**config.mk**
```make
export PLATFORM = sky130hd
export DESIGN_NAME = spi_master_ctrl
export DESIGN_NICKNAME = d
export VERILOG_FILES = /design/src/rtl/spi_master_ctrl.sv
export SDC_FILE = /design/constraint.sdc
export NUM_CORES = 1
export LEC_CHECK = 0
export CAP_MARGIN = 25
export CORE_MARGIN = 3
export CORE_UTILIZATION = 30
export CTS_CLUSTER_DIAMETER = 200
export CTS_CLUSTER_SIZE = 28
export DETAILED_ROUTE_END_ITERATION = 8
export HOLD_SLACK_MARGIN = 0.1
export PLACE_DENSITY = 0.61
export SLEW_MARGIN = 25
export SYNTH_ARGS = -nofsm -noshare
export SYNTH_HDL_FRONTEND = slang
export SYNTH_SLANG_ARGS = --single-unit
```
**constraint.sdc**
```tcl
create_clock -name clk -period 2.1 [get_ports clk]
set_clock_uncertainty 0.15 [all_clocks]
set_input_delay 0.315 -clock clk [delete_from_list [all_inputs] [get_ports clk]]
set_output_delay 0.315 -clock clk [all_outputs]
set_load 0.01 [all_outputs]
```
**src/rtl/spi_master_ctrl.sv**
```systemverilog
// SPI frame initiator on the shared system clock: mode bit + {op,data} out on MOSI,
// optional read reply captured from MISO after a fixed turnaround.
module spi_master_ctrl #(
    parameter int TURNAROUND = 2,
    parameter int GAP        = 1,   // must be >= 1
    parameter int RD_BITS    = 8
) (
    input  logic               clk,
    input  logic               rst,
    input  logic               cmd_valid,
    output logic               cmd_ready,
    input  logic [1:0]         cmd_op,
    input  logic [7:0]         cmd_data,
    output logic               resp_valid,
    output logic [RD_BITS-1:0] resp_data,
    output logic               busy,
    output logic               SS_n,
    output logic               MOSI,
    input  logic               MISO
);

    localparam int WORD  = 10;
    localparam int SW    = (RD_BITS > WORD) ? RD_BITS : WORD;
    localparam int CMAX0 = (TURNAROUND > WORD) ? TURNAROUND : WORD;
    localparam int CMAX1 = (RD_BITS > CMAX0) ? RD_BITS : CMAX0;
    localparam int CMAX  = (GAP > CMAX1) ? GAP : CMAX1;
    localparam int CW    = $clog2(CMAX + 1);

    typedef enum logic [2:0] {
        S_IDLE, S_SEL, S_MODE, S_SHIFT, S_WAIT, S_RECV, S_END, S_GAP
    } state_t;

    state_t          state, state_nxt;
    logic [CW-1:0]   cnt, cnt_nxt;
    logic [1:0]      op_q;
    logic [SW-1:0]   sreg;
    logic            accept;
    logic            is_rd;

    assign is_rd  = (op_q == 2'b11);
    assign accept = cmd_ready && cmd_valid;
    assign busy   = !cmd_ready;

    always_ff @(posedge clk or posedge rst) begin
        if (rst) begin
            state <= S_IDLE;
            cnt   <= CW'(GAP);   // IDLE drains this before the first accept
        end else begin
            state <= state_nxt;
            cnt   <= cnt_nxt;
        end
    end

    // Word is left-aligned so SHIFT always emits the MSB; MISO enters at the LSB.
    always_ff @(posedge clk or posedge rst) begin
        if (rst) begin
            op_q <= 2'b00;
            sreg <= '0;
        end else if (accept) begin
            op_q <= cmd_op;
            sreg <= SW'({cmd_op, cmd_data}) << (SW - WORD);
        end else if (state == S_SHIFT) begin
            sreg <= {sreg[SW-2:0], 1'b0};
        end else if (state == S_RECV) begin
            sreg <= {sreg[SW-2:0], MISO};
        end
    end

    always_comb begin
        state_nxt  = state;
        cnt_nxt    = cnt;
        cmd_ready  = 1'b0;
        SS_n       = 1'b1;
        MOSI       = 1'b0;
        resp_valid = 1'b0;
        resp_data  = '0;
        case (state)
            S_IDLE: begin
                cmd_ready = (cnt == '0);
                if (cnt != '0) cnt_nxt = cnt - CW'(1);
                if (cmd_ready && cmd_valid) state_nxt = S_SEL;
            end
            S_SEL: begin
                SS_n      = 1'b0;
                state_nxt = S_MODE;
            end
            S_MODE: begin
                SS_n      = 1'b0;
                MOSI      = op_q[1];
                cnt_nxt   = CW'(WORD - 1);
                state_nxt = S_SHIFT;
            end
            S_SHIFT: begin
                SS_n = 1'b0;
                MOSI = sreg[SW-1];
                if (cnt != '0) begin
                    cnt_nxt = cnt - CW'(1);
                end else if (!is_rd) begin
                    state_nxt = S_END;
                end else if (TURNAROUND > 0) begin
                    cnt_nxt   = CW'(TURNAROUND > 0 ? TURNAROUND - 1 : 0);
                    state_nxt = S_WAIT;
                end else begin
                    cnt_nxt   = CW'(RD_BITS - 1);
                    state_nxt = S_RECV;
                end
            end
            S_WAIT: begin
                SS_n = 1'b0;
                if (cnt != '0) begin
                    cnt_nxt = cnt - CW'(1);
                end else begin
                    cnt_nxt   = CW'(RD_BITS - 1);
                    state_nxt = S_RECV;
                end
            end
            S_RECV: begin
                SS_n = 1'b0;
                if (cnt != '0) cnt_nxt = cnt - CW'(1);
                else           state_nxt = S_END;
            end
            S_END: begin
                resp_valid = is_rd;
                if (is_rd) resp_data = sreg[RD_BITS-1:0];
                // END is itself the first SS_n-high cycle; with GAP=1 it is also the last,
                // so a held cmd_valid goes straight to SEL.
                if (GAP == 1) begin
                    cmd_ready = 1'b1;
                    cnt_nxt   = '0;
                    state_nxt = cmd_valid ? S_SEL : S_IDLE;
                end else begin
                    cnt_nxt   = CW'(GAP > 1 ? GAP - 2 : 0);
                    state_nxt = S_GAP;
                end
            end
            S_GAP: begin
                cmd_ready = (cnt == '0);
                if (cnt != '0) cnt_nxt = cnt - CW'(1);
                else           state_nxt = cmd_valid ? S_SEL : S_IDLE;
            end
            default: state_nxt = S_IDLE;
        endcase
    end

endmodule

```
==> summary by stage, run 1 <==
Route
The overall via count from detail_route is 1,463. The final wirelength is 4270 um. The DRC violations left is 0. The routed length per placed instance is 16.9 um.

The number of DRC markers in iteration 0 is 77. Dividing the detail-routed via count by the number of cells gives 5.81. The remaining antenna violation count after routing is 0. The first-pass iteration count of the detailed router is 4.

Global routing
The first global-routing pass estimated slightly above 7000 um of wire. The number of antenna violations at the first check in global routing was 0. The via count of the first global-routing pass is between 1,000 and 1,500. Entering global routing, the biggest net connects 20 pins. The global-route usage over all layers is 0.169.

The aggregate global routing overflow is 0.

Hold path
The min-delay analysis places its worst path in the category in -> async.

Synthesis
Averaged over all synthesized cells, the footprint is approximately 9.4 um2. Yosys mapped a number of flops with a built-in enable equal to 0. Counting every net in the synthesized netlist gives 159. The post-synthesis cell count is ~140.

The most instantiated flip-flop cell in the synthesis netlist is dfrtp_1. Ranked by total cell area, the synthesized netlist is headed by dfrtp_1 (33%), o211ai_1 (12%), a2bb2oi_1 (5.8%). Yosys printed 0 warnings. The library cell occupying the most area in the post-synthesis netlist is dfrtp_1. The sequential share of the synthesized area is 0.352.

The flip-flop and latch count after synthesis is 19. The count of different cell masters after synthesis is a little under 50. The share of synthesized area in the top cell type comes to 0.333. Summing every instance area after synthesis gives 1350 um2. In the synthesized netlist the async set-or-reset flop fraction comes to 1.00.

Critical path
Traced cell by cell, the critical path runs through inv_2 > ha_4 > or3b_4 > nor3_4 > nor2_2 > inv_1 > buf_2. The most critical setup path has its startpoint at cnt[1]. The worst register-to-register path begins at cnt[0].

Counting both buffers and inverters, the worst setup path holds a total of 3. The biggest fanout along the worst timing path is 3. The kind of start point of the critical path is a flop. Setup slack on the worst reg-to-reg path comes out at about 0.03 ns. The kind of cell with the highest combined delay along the critical path is simple AND/OR/NAND/NOR gates. The arrival time of data at the critical path endpoint is 1.67 ns. In this run the critical register-to-register path is captured at sreg[9]. For the worst flop-to-flop path, the logic depth is 9.

The worst setup path category is reg -> out. STA classifies the critical path endpoint as an output pin. The required time at the endpoint of the critical path is 1.63 ns.

On the worst path, the slowest cell contributes a delay of 0.42 ns. The cell at the slowest stage of the critical path is or3b_4.

Clocking
After clock tree synthesis, the clock-pin slew on the worst setup and hold paths is 0.08 ns. The deepest clock path buffer count is 2. The number of hold buffers added after CTS is 0. Clock tree synthesis selected as its root buffer the cell clkbuf_8.

TritonCTS built the clock tree. For the worst-skew pair, the clock arrives at the later sink with an insertion delay of 0.27 ns. The TritonCTS buffer count is 3.

The number of sinks on the clock net is 19. The depth of the CTS H-tree is 1.

Final layout
The final layout contains approximately 220 nets. The post-route standard cell area excluding fillers is 2060 um2. The count of antenna diodes in the layout is 0. The final cell count without fillers is ~250. Measured on the finished design, the core utilization comes to 0.493. The share of post-route cells with drive strength above 1 is 0.426.

The area added between synthesis and finish is 51.8%.

Place
Including well taps, the total number of placed cells is 230. Port buffering added 26 buffers. The placed wire-length estimate is around 2800 um. The worst setup slack after placement is -0.252 ns. The global placement routability congestion is slightly above 0.8. The total placed instance area is 1790 um2.

Die
The region available for standard cell placement spans around 4200 um2. The standard-cell row count is 23. The die covers around 5400 um2. For this design the top-level I/O count stands at 27. From bottom edge to top edge, the die measures around 73 um.

For this configuration, the core starts out at a cell density of 0.324. The width of the chip is roughly 73 um.

Timing
For the finished layout, the period the worst path requires is 2.14 ns. The total negative slack is -0.0519 ns. The worst setup margin is -0.0370 ns. The actual transition at the worst max-transition pin is 0.376 ns. The tightest hold path in the finished design has a slack of 0.222 ns. The count of final max-slew check failures is 0.

Setup repair after global routing could not meet its margin everywhere. The number of hold violations in the final report is 0. The post-route clock period utilization is 1.02.

Setup violations remaining at the end of the flow were counted as 2. Derived from the worst setup path, the maximum achievable clock frequency is 468 MHz. The headroom to the max-slew limit is 0.746.

Power and ir drop
Summed over all cells, the static leakage comes to approximately 0.87 nW. The share of total power in the clock network is 0.092. The share of total power dissipated in combinational logic is 0.668. In this run the power density over the cells is about 1400 nW/um2. Of the total power, the share spent switching nets is 0.402. The largest vdd supply drop is 0.482 mV. The sequential cell fraction of total power is 0.240. Internal power comes to 1.76 mW. Summed over all nets, the switching power comes to 1.18 mW.

Summing internal, switching and leakage power gives a little under 3 mW.

Status
The final reports fail on setup timing. The run finished, with violations left.

Job
Across the run, the number of max-cap violations was 0.
-- cells in the final DEF, fill, tap and decap left out, types with 3 or more instances in the layout --
cell type	synthesis	final
buf_4	2	38
o211ai_1	22	22
dfrtp_1	18	17
clkdlybuf4s50_1	0	13
a2bb2oi_2	1	10
and2_1	9	7
o21ai_0	8	6
inv_1	7	5
buf_2	5	5
nand2_1	5	4
a21oi_1	4	4
dlygate4sd2_1	0	4
nor2_1	4	3
o21ai_1	1	3
nand3_1	3	3
clkbuf_8	0	3
-- final cells by class --
class	instances	area [um2]
fill	385	2120
tap	50	62.6
timing repair buffer	66	537
multi-input combinational	106	907
clock buffer	4	45.0
inverter	7	26.3
sequential	19	478
-- what timing repair did --
| item | in CTS | in global routing |
|---|---|---|
| cloned | 3 | 0 |
| buffers inserted | 12 | 3 |
| resized for setup | 35 | 29 |
| setup endpoints to repair | 27 | 23 |
| pin swaps | 5 | 3 |
-- logic make-up (layout without fill, tap and decap cells) --
family / count (synthesis) / after routing / share of synthesized area
XOR/XNOR: 1 / 1 / 0.00647
multiplexers: 1 / 1 / 0.00832
buffers and inverters: 21 / 77 / 0.0795
flip-flops: 19 / 19 / 0.352
adder cells (fa/ha/maj): 1 / 1 / 0.00924
AO/OA/AOI/OAI: 62 / 63 / 0.357
AND/OR/NAND/NOR: 39 / 40 / 0.188
-- worst max-delay path by stage --
| stage | endpoint | cells after the start |
|---|---|---|
| after global routing | cmd_ready | 7 |
| final | cmd_ready | 7 |
| after CTS | cmd_ready | 7 |
| after floorplan | cmd_ready | 8 |
| after global placement | cmd_ready | 7 |
| after detailed placement | cmd_ready | 7 |
-- sequential cells by signal, indices dropped and copies added, names as in the netlist --
signal and flops:
cnt 4, state 3, op_q 2, sreg 10
-- power groups by stage --
stage / clock, mW / sequential [mW] / combinational [mW]
after CTS: 0.277 / 0.681 / 1.75
after global routing: 0.287 / 0.728 / 2.12
after floorplan: 0 / 0.661 / 1.09
final: 0.271 / 0.704 / 1.96
after detailed placement: 0 / 0.700 / 1.56
after global placement: 0 / 0.693 / 1.54
-- cell usage after synthesis (all sizes together), types with 3 or more instances --
master    n
nand2     5
and2      9
dfrtp    18
a21oi     5
nand3     4
a2bb2oi  10
clkbuf    4
nor2      4
o211ai   22
buf      10
nor3      3
inv       7
o21ai     9
-- layer usage --
layer,share of wire,up-vias,track usage
met1,0.43,710,0.225
met3,0.069,5,0.0317
met5,0,-,0
met4,0.013,0,0.0451
met2,0.49,63,0.278
li1,-,685,-
-- worst register-to-register path, delay by kind of cell, from the launching register on --
kind | cells | cell delay (ns)
AO/OA/AOI/OAI | 1 | 0.16
adder cells (fa/ha/maj) | 1 | 0.15
buffers and inverters | 4 | 0.55
flip-flops | 1 | 0.54
AND/OR/NAND/NOR | 3 | 0.42
No activity file was read; power rests on OpenSTA's default activity.
==> inputs of run 2 (changes only) <==
--- a/config.mk
+++ b/config.mk
@@ -13,6 +13,7 @@
 export DETAILED_ROUTE_END_ITERATION = 8
 export HOLD_SLACK_MARGIN = 0.1
 export PLACE_DENSITY = 0.61
+export RECOVER_POWER = 50
 export SLEW_MARGIN = 25
 export SYNTH_ARGS = -nofsm -noshare
 export SYNTH_HDL_FRONTEND = slang
==> summary by stage, run 2 (synthesis results as in run 1) <==
Timing
The actual transition at the worst max-transition pin is 1.13 ns. The number of hold violations in the final report is 0. Measured against its own limit, the worst slew margin works out to 0.247.

The count of final max-slew check failures is 0. Based on the critical path, the design can be clocked at up to 468 MHz. Setup violations remaining at the end of the flow were counted as 2. Summed over all failing endpoints, the final setup total negative slack is -0.0550 ns. The worst setup margin is -0.0386 ns.

Setup repair after global routing could not meet its margin everywhere. The post-route minimum period is 2.14 ns. The post-route clock period utilization is 1.02.

Final layout
The filler cell count in the final layout is 387. Ranked by flip-flop count, first place goes to sreg. The number of flip-flops under the largest register name is 10. Leaving out fill and tap cells, the most frequent cell in the layout is buf_4. The post-route standard cell area excluding fillers is 2050 um2. The area added between synthesis and finish is 51.6%.

The share of post-route cells with drive strength above 1 is 0.421. After the last flow step, the layout net total stands at roughly 220. In the final layout, the registers with the most flip-flops are sreg (10), cnt (4), state (3).

0 antenna diodes ended up in the layout. In the layout the commonest cells are buf_4 (37), o211ai_1 (22), dfrtp_1 (17). The count of cells in the finished layout, fillers not included, comes to ~250.

Die
In this run the horizontal extent of the chip is 73.2 um. The area of the core is 4170 um2. The die height is 73.2 um. The effective utilization at floorplan is 0.324. The standard-cell row count is 23.

The die covers 5350 um2. The top-level I/O count is 27.

Global routing
The global routing met2 resource utilization is 0.278. The via count of the first global-routing pass is 1,429. The largest net degree at the start of global routing is 20. In the global route stage, met1 resource usage came out at 0.225.

For this run the aggregate overflow at the end of global routing stands at 0. The busiest layer in global routing is met2. The global-route met3 utilization is 0.0317. For this run, the total global-route usage over all layers was measured as 0.169. The number of antenna violations at the first check in global routing came to 0. The first global-routing pass estimated between 7000 and 8000 um of wire.

Critical path
The required time at the endpoint of the critical path is 1.63 ns. The kind of start point of the critical path is a flop. At the worst endpoint, the arrival time is 1.67 ns. The number of cells on the worst reg-to-reg path is 9. The biggest fanout along the worst timing path is 3.

The worst setup path category is reg -> out. The worst setup path is captured at an output pin.

Clocking
Clock-pin slew was measured on the worst setup and hold paths at around 0.080 ns. Buffers inserted to repair hold after CTS numbered 0. The clock tree root driver cell is clkbuf_8. In this run the number of H-tree levels came out at 1. The number of sinks on the clock net is 19.

The deepest clock path buffer count is 2. For the worst-skew pair, the clock arrives at the later sink with an insertion delay of 0.27 ns. TritonCTS created 3 clock buffers. TritonCTS built the clock tree.

Route
The first routing iteration left 77 violations. For this run, design rule violations remaining after detail routing come to 0. The per-cell via count in the routed design is 5.80. The routed layout has 1,461 vias. The first detailed-routing pass ran for 4 iterations. The remaining antenna violation count after routing is 0. In the final routed layout, each cell accounts on average for 16.9 um. The final wirelength is 4260 um.

Hold path
The type of the most critical hold path is reg -> reg. The cell depth of the worst min-delay path is 1.

Place
The total placed instance area is 1790 um2. The worst setup slack after placement is -0.252 ns. In this run, placement finished with an instance count of 230. At the end of routability-driven placement, the weighted congestion stood at 0.824. The count of buffers inserted at the top-level ports is 26. The placed wire-length estimate is 2770 um.

Power and ir drop
Power comes to just under 3 mW. The share of total power in the clock network is 0.093. The analysis attributes to cell leakage a power of 0.864 nW. The internal power is 1.76 mW.

The sequential cell fraction of total power is 0.240. The switching power of the nets is between 1 and 1.5 mW. Of the total power, the share spent switching nets is 0.402.

The cell area power density is ~1400 nW/um2. The share of total power dissipated in combinational logic is 0.667. The largest vdd supply drop is between 0.4 and 0.5 mV.

Status
The run finished, with violations left. The checks that failed: setup timing.

Job
The count of max-cap constraint violations is 0.
-- run 2: changes by cell type in the layout (fill, tap and decap cells not counted), sizes merged --
| cell | change |
|---|---|
| clkbuf | +1 |
| dlygate4sd3 | +1 |
| buf | -1 |
| clkdlybuf4s50 | -1 |
-- run 2: worst paths after layout --
path / from / to / slack [ns]
max in group asynchronous: rst / state[0] / 0.37
setup / recovery: cnt[1] / cmd_ready / -0.04
setup reg to reg: cnt[0] / sreg[9] / 0.03
hold / removal: sreg[8] / sreg[8] / 0.38
hold reg to reg: sreg[8] / sreg[8] / 0.38
min in group asynchronous: rst / sreg[7] / 0.69
-- run 2: power by group through the flow --
stage | registers, mW | logic [mW] | clock network [mW]
after floorplan | 0.661 | 1.09 | 0
after global placement | 0.693 | 1.54 | 0
after detailed placement | 0.700 | 1.56 | 0
after CTS | 0.681 | 1.75 | 0.277
after global routing | 0.728 | 2.12 | 0.287
final | 0.704 | 1.96 | 0.274
-- run 2: critical path: stages, from the launching register on --
cell and delay, ns:
dfrtp_1 0.40, inv_2 0.08, ha_4 0.12, or3b_4 0.42
nor3_4 0.16, nor2_2 0.07, inv_1 0.05, buf_2 0.11
-- run 2: stage by stage --
step / util / hold WS, ns
CTS: 0.468 / 0.231
global placement: 0.429 / 0.372
floorplan: - / 0.115
finish: 0.492 / 0.385
global route: 0.492 / 0.410
detailed placement: 0.429 / 0.380
-- run 2: timing repair --
action / in CTS / in global routing
pin swaps: 5 / 3
resized for setup: 35 / 29
setup buffers: 12 / 3
cloned: 3 / 0
endpoints found under the setup margin: 27 / 23
-- run 2: metal layers --
layer  wire, um  share of wire
met1       1870           0.44
met2       2100           0.49
met3        240          0.056
met4         56          0.013
met5          0              0
-- run 2: layout make-up --
class | count | area (um2) | area share
Multi-Input combinational cell | 106 | 907 | 0.442
Timing Repair Buffer | 66 | 533 | 0.260
Sequential cell | 19 | 478 | 0.233
Tap cell | 50 | 62.6 | 0.0305
Clock buffer | 4 | 45.0 | 0.0220
Inverter | 7 | 26.3 | 0.0128
==> variant 1 (config.mk and constraints of run 1) <==
Make the reset (`rst`) synchronous in 2 clocked blocks.
--- a/src/rtl/spi_master_ctrl.sv
+++ b/src/rtl/spi_master_ctrl.sv
@@ -41,7 +41,7 @@
     assign accept = cmd_ready && cmd_valid;
     assign busy   = !cmd_ready;
 
-    always_ff @(posedge clk or posedge rst) begin
+    always_ff @(posedge clk) begin
         if (rst) begin
             state <= S_IDLE;
             cnt   <= CW'(GAP);   // IDLE drains this before the first accept
@@ -52,7 +52,7 @@
     end
 
     // Word is left-aligned so SHIFT always emits the MSB; MISO enters at the LSB.
-    always_ff @(posedge clk or posedge rst) begin
+    always_ff @(posedge clk) begin
         if (rst) begin
             op_q <= 2'b00;
             sreg <= '0;
Behaviour: differs if rst is asserted again (counterexample within 4 cycles, from zero or initial values and one cycle with rst high); with rst held inactive, the same outputs for 10 cycles.
==> variant 1 against run 1 <==
- combinational power is 43% lower
- final area is 8.3% lower
- total power is 35% lower
- largest power group unchanged
- largest cell class unchanged
- sequential cell count stayed put
- setup slack better by 0.083 ns
- synthesized area is 2.4% lower
- core utilization is 3.4 points lower
- wire length is 10% lower
==> variant 1: results (changes against run 1) <==
- Post-synthesis xor/xnor area fraction: 0.6629% (was 0.6470%)
- P_leak: 0.7251 nW (was 0.8671 nW)
- Met2 wire len: 1.867 mm (was 2.088 mm)
- Fin nets: 228 (was 218)
- GRT met3 Usage: 1.524% (was 3.168%)
- Syn Area/Cell: 7.959 µm² (was 9.401 µm²)
- FF-to-FF path depth: 8 (was 9)
- R2r setup slk: 0.08 ns (was 0.03 ns)
- Drt pass-1 iters: 5 (was 4)
- Global-route wire length before repair: 6.368 mm (was 7.079 mm)
- Mux cell area share after synthesis: 2.273% (was 0.8318%)
- Via/cell ratio: 5.492 (was 5.806)
- Slowest stage delay, CP: 0.33 ns (was 0.42 ns)
- Placed cells: 257 (was 230)
- WL final: 3.831 mm (was 4.265 mm)
- Post-Place Worst Slack: -0.07924 ns (was -0.2521 ns)
- NetSw: 754.9 µW (was 1.182 mW)
- Met1 Use GR: 20.94% (was 22.46%)
- Fillcell total: 446 (was 385)
- Status: finished, final reports clean (was finished with violations)
- Hold Crit Class: register to register (was primary input to asynchronous set/reset pin)
- Post-DP Area: 1793 µm² (was 1790 µm²)
- Post-Synth Adder-Cell Area: 0.9470% (was 0.9242%)
- Worst Path Arrival: 1.59 ns (was 1.67 ns)
- Largest net degree at the start of global routing: 21 (was 20)
- Top cells by area in the synthesized netlist: dfxtp_1 (29%), nand3_1 (6.4%), o21ai_1 (6.1%), nor3_1 (4.9%), a311oi_1 (4.0%) (was dfrtp_1 (33%), o211ai_1 (12%), a2bb2oi_1 (5.8%), and2_1 (4.2%), o21ai_0 (3.0%))
- GR Layer Usage met2: 24.77% (was 27.81%)
- Area growth from synthesis to final layout: 42.71% (was 51.85%)
- Final setup margin: 0.04628 ns (was -0.03701 ns)
- Post-synth ARST share: 0% (was 100.0%)
## variant 1: how the worst min path moves through the flow
| stage | cells after the start | endpoint | slack (ns) |
|---|---|---|---|
| floorplan | 2 | op_q[0]$_SDFFE_PP0N_ | 0.32 |
| global placement | 2 | sreg[4]$_SDFFE_PP0P_ | 0.35 |
| detailed placement | 2 | op_q[0]$_SDFFE_PP0N_ | 0.36 |
| CTS | 2 | op_q[0]$_SDFFE_PP0N_ | 0.35 |
| global route | 2 | op_q[0]$_SDFFE_PP0N_ | 0.40 |
| finish | 2 | op_q[0]$_SDFFE_PP0N_ | 0.34 |
## variant 1: power groups by stage
stage | clock [mW] | sequential (mW) | combinational [mW]
3_3_place_gp | 0 | 0.533 | 0.998
5_1_grt | 0.283 | 0.554 | 1.22
3_5_place_dp | 0 | 0.535 | 1.01
6_report | 0.264 | 0.540 | 1.11
4_1_cts | 0.272 | 0.537 | 1.03
2_1_floorplan | 0 | 0.532 | 0.637
## variant 1: timing repair
| action | CTS | global route |
|---|---|---|
| pin swaps | 2 | 5 |
| setup buffers | 1 | 0 |
| endpoints found under the setup margin | 13 | 13 |
| gates resized for setup | 28 | 10 |
| hold buffers | 0 | 0 |
## variant 1: critical path: cells and delay by family, from the launching register on
kind	cells	cell delay (ns)
buffers and inverters	4	0.50
DFF	1	0.33
and+or+nand+nor	1	0.27
adders and majority gates	1	0.18
AOI/OAI and AO/OA	1	0.06
## variant 1: final cells by class
cell class | instances | share of cell area (%)
clock buffers | 3 | 2.190
clock inverters | 1 | 0.2654
inverters | 7 | 1.393
multi-input cells | 124 | 45.92
flip-flops and latches | 19 | 20.50
well taps | 50 | 3.318
repair buffers | 58 | 26.41
==> variant 2 (settings of run 1) <==
Without the edit above. `TURNAROUND`: 2 -> 1.
--- a/src/rtl/spi_master_ctrl.sv
+++ b/src/rtl/spi_master_ctrl.sv
@@ -1,7 +1,7 @@
 // SPI frame initiator on the shared system clock: mode bit + {op,data} out on MOSI,
 // optional read reply captured from MISO after a fixed turnaround.
 module spi_master_ctrl #(
-    parameter int TURNAROUND = 2,
+    parameter int TURNAROUND = 1,
     parameter int GAP        = 1,   // must be >= 1
     parameter int RD_BITS    = 8
 ) (
Behaviour: no difference found for any inputs over 10 cycles, from zero or initial values and one cycle with rst high; that may be too few to reach the edited logic, so the function may still have changed.
==> variant 2 against run 1 <==
- cell count down 8.3%
- count of clock-buffer cells in the layout unchanged
- maximum frequency down 0.41%
- the run still ends with negative setup slack left
- sequential cell count unchanged
- setup slack worse by 0.0087 ns
- sequential share of layout area up 1.7 points
- wire length down 18%
- final area down 7.2%
- total power down 8.3%
- synthesized area down 2.3%
- hold slack worse by 0.0018 ns
==> variant 2: results (changes against run 1) <==
- Status: finished with violations (unchanged)
- Failing checks: negative setup slack (unchanged)
- Seq. pwr: 652 µW (was 704 µW)
- Post-Place Worst Slack: -0.2297 ns (was -0.2521 ns)
- Met2 wire len: 1.775 mm (was 2.088 mm)
- GR Layer Usage met2: 25.18% (was 27.81%)
- Fin nets: 197 (was 218)
- Multi-input comb cells: 98 (was 106)
- Global-route wire length before repair: 5.920 mm (was 7.079 mm)
- Multi-input logic area: 815.8 µm² (was 907.1 µm²)
- Top cells by area in the synthesized netlist: dfrtp_1 (34%), mux2_4 (11%), mux2_2 (9.4%), and2_1 (3.8%), nand2_1 (2.8%) (was dfrtp_1 (33%), o211ai_1 (12%), a2bb2oi_1 (5.8%), and2_1 (4.2%), o21ai_0 (3.0%))
- Vias in the first global route: 1256 (was 1429)
- Non-CTS buffers: 53 (was 66)
- R2r endpoint: sreg[5]$_DFFE_PP0P_ (was sreg[9]$_DFFE_PP0P_)
- GRT Util Overall: 14.31% (was 16.86%)
- Fraction of layout cells with a size suffix above 1: 37.02% (was 42.57%)
- CTS resizes: 32 (was 35)
- WL/cell: 15.21 µm (was 16.92 µm)
- Met3 WL: 124 µm (was 295 µm)
- Via Count: 1184 (was 1463)
- Starting DRT DRC Count: 75 (was 77)
- Post-synthesis xor/xnor area fraction: 0.6623% (was 0.6470%)
- Fillcell total: 384 (was 385)
- Final setup margin: -0.04571 ns (was -0.03701 ns)
- Yosys cell types: 44 (was 49)
- Most frequent cells after synthesis: dfrtp_1 (18), mux2_2 (11), mux2_4 (10), nand2_1 (10), and2_1 (8) (was o211ai_1 (22), dfrtp_1 (18), a2bb2oi_1 (9), and2_1 (9), o21ai_0 (8))
- Final-layout clock-cell area share: 2.362% (was 2.191%)
- CTS buffer count: 3 (unchanged)
- Final setup TNS: -0.3387 ns (was -0.05192 ns)
- Critical-path top delay cell: dfstp_2 (was or3b_4)
- FF-to-FF path depth: 8 (was 9)
- Clock power share: 9.7% (was 9.2%)
- Worst Path Arrival: 2.14 ns (was 1.67 ns)
- Met1 Use GR: 17.29% (was 22.46%)
- Maximum VDD drop: 0.0005836 V (was 0.0004822 V)
- Final-report setup violation count: 13 (was 2)
- Mapped Nets: 147 (was 159)
- Post-Route M1 WL: 1.535 mm (was 1.825 mm)
- CP endpoint: sreg[5]$_DFFE_PP0P_ (was cmd_ready)
- GPL Wtd Cong: 0.9183 (was 0.8239)
- Setup bufs post-CTS: 1 (was 12)
- P_leak: 0.9315 nW (was 0.8671 nW)
- Seq/Total Area, Yosys: 36.05% (was 35.21%)
- Mux cell area share after synthesis: 22.33% (was 0.8318%)
- Relative slew margins: 72.46% (was 74.56%)
- Crit path max fanout: 6 (was 3)
- Sw Ratio: 38.85% (was 40.20%)
- Register Area: 476.7 µm² (was 478.0 µm²)
- Slowest stage delay, CP: 0.55 ns (was 0.42 ns)
- GRT met3 Usage: 2.493% (was 3.168%)
- Compound-Gate Fraction of Synth Area: 17.98% (was 35.67%)
- Comb power frac: 66.1% (was 66.8%)
- NonClk Buf Share: 25.20% (was 26.11%)
- Post-Synth Adder-Cell Area: 1.703% (was 0.9242%)
## variant 2: cell types whose count changed in the layout (fill, tap and decap cells not counted), sizes merged, moves of 5 or more
cell         before  now
nand2             5   10
mux2              1   22
o211ai           22    1
a2bb2oi          10    0
dlygate4sd2       4   11
buf              45   28
## variant 2: worst min path at each step
stage / start / end / slack, ns
floorplan: rst / cnt[1]$_DFFE_PP0P_ / 0.12
global placement: op_q[0]$_DFFE_PP0N_ / op_q[0]$_DFFE_PP0N_ / 0.40
detailed placement: op_q[0]$_DFFE_PP0N_ / op_q[0]$_DFFE_PP0N_ / 0.41
CTS: rst / sreg[8]$_DFFE_PP0P_ / 0.23
global route: rst / sreg[8]$_DFFE_PP0P_ / 0.29
finish: rst / sreg[8]$_DFFE_PP0P_ / 0.22
## variant 2: metrics by stage
stage	cell area [µm²]	std cells
finish	1907	231
CTS	1889	229
global placement	1784	223
floorplan	1325	132
global route	1907	231
detailed placement	1784	223
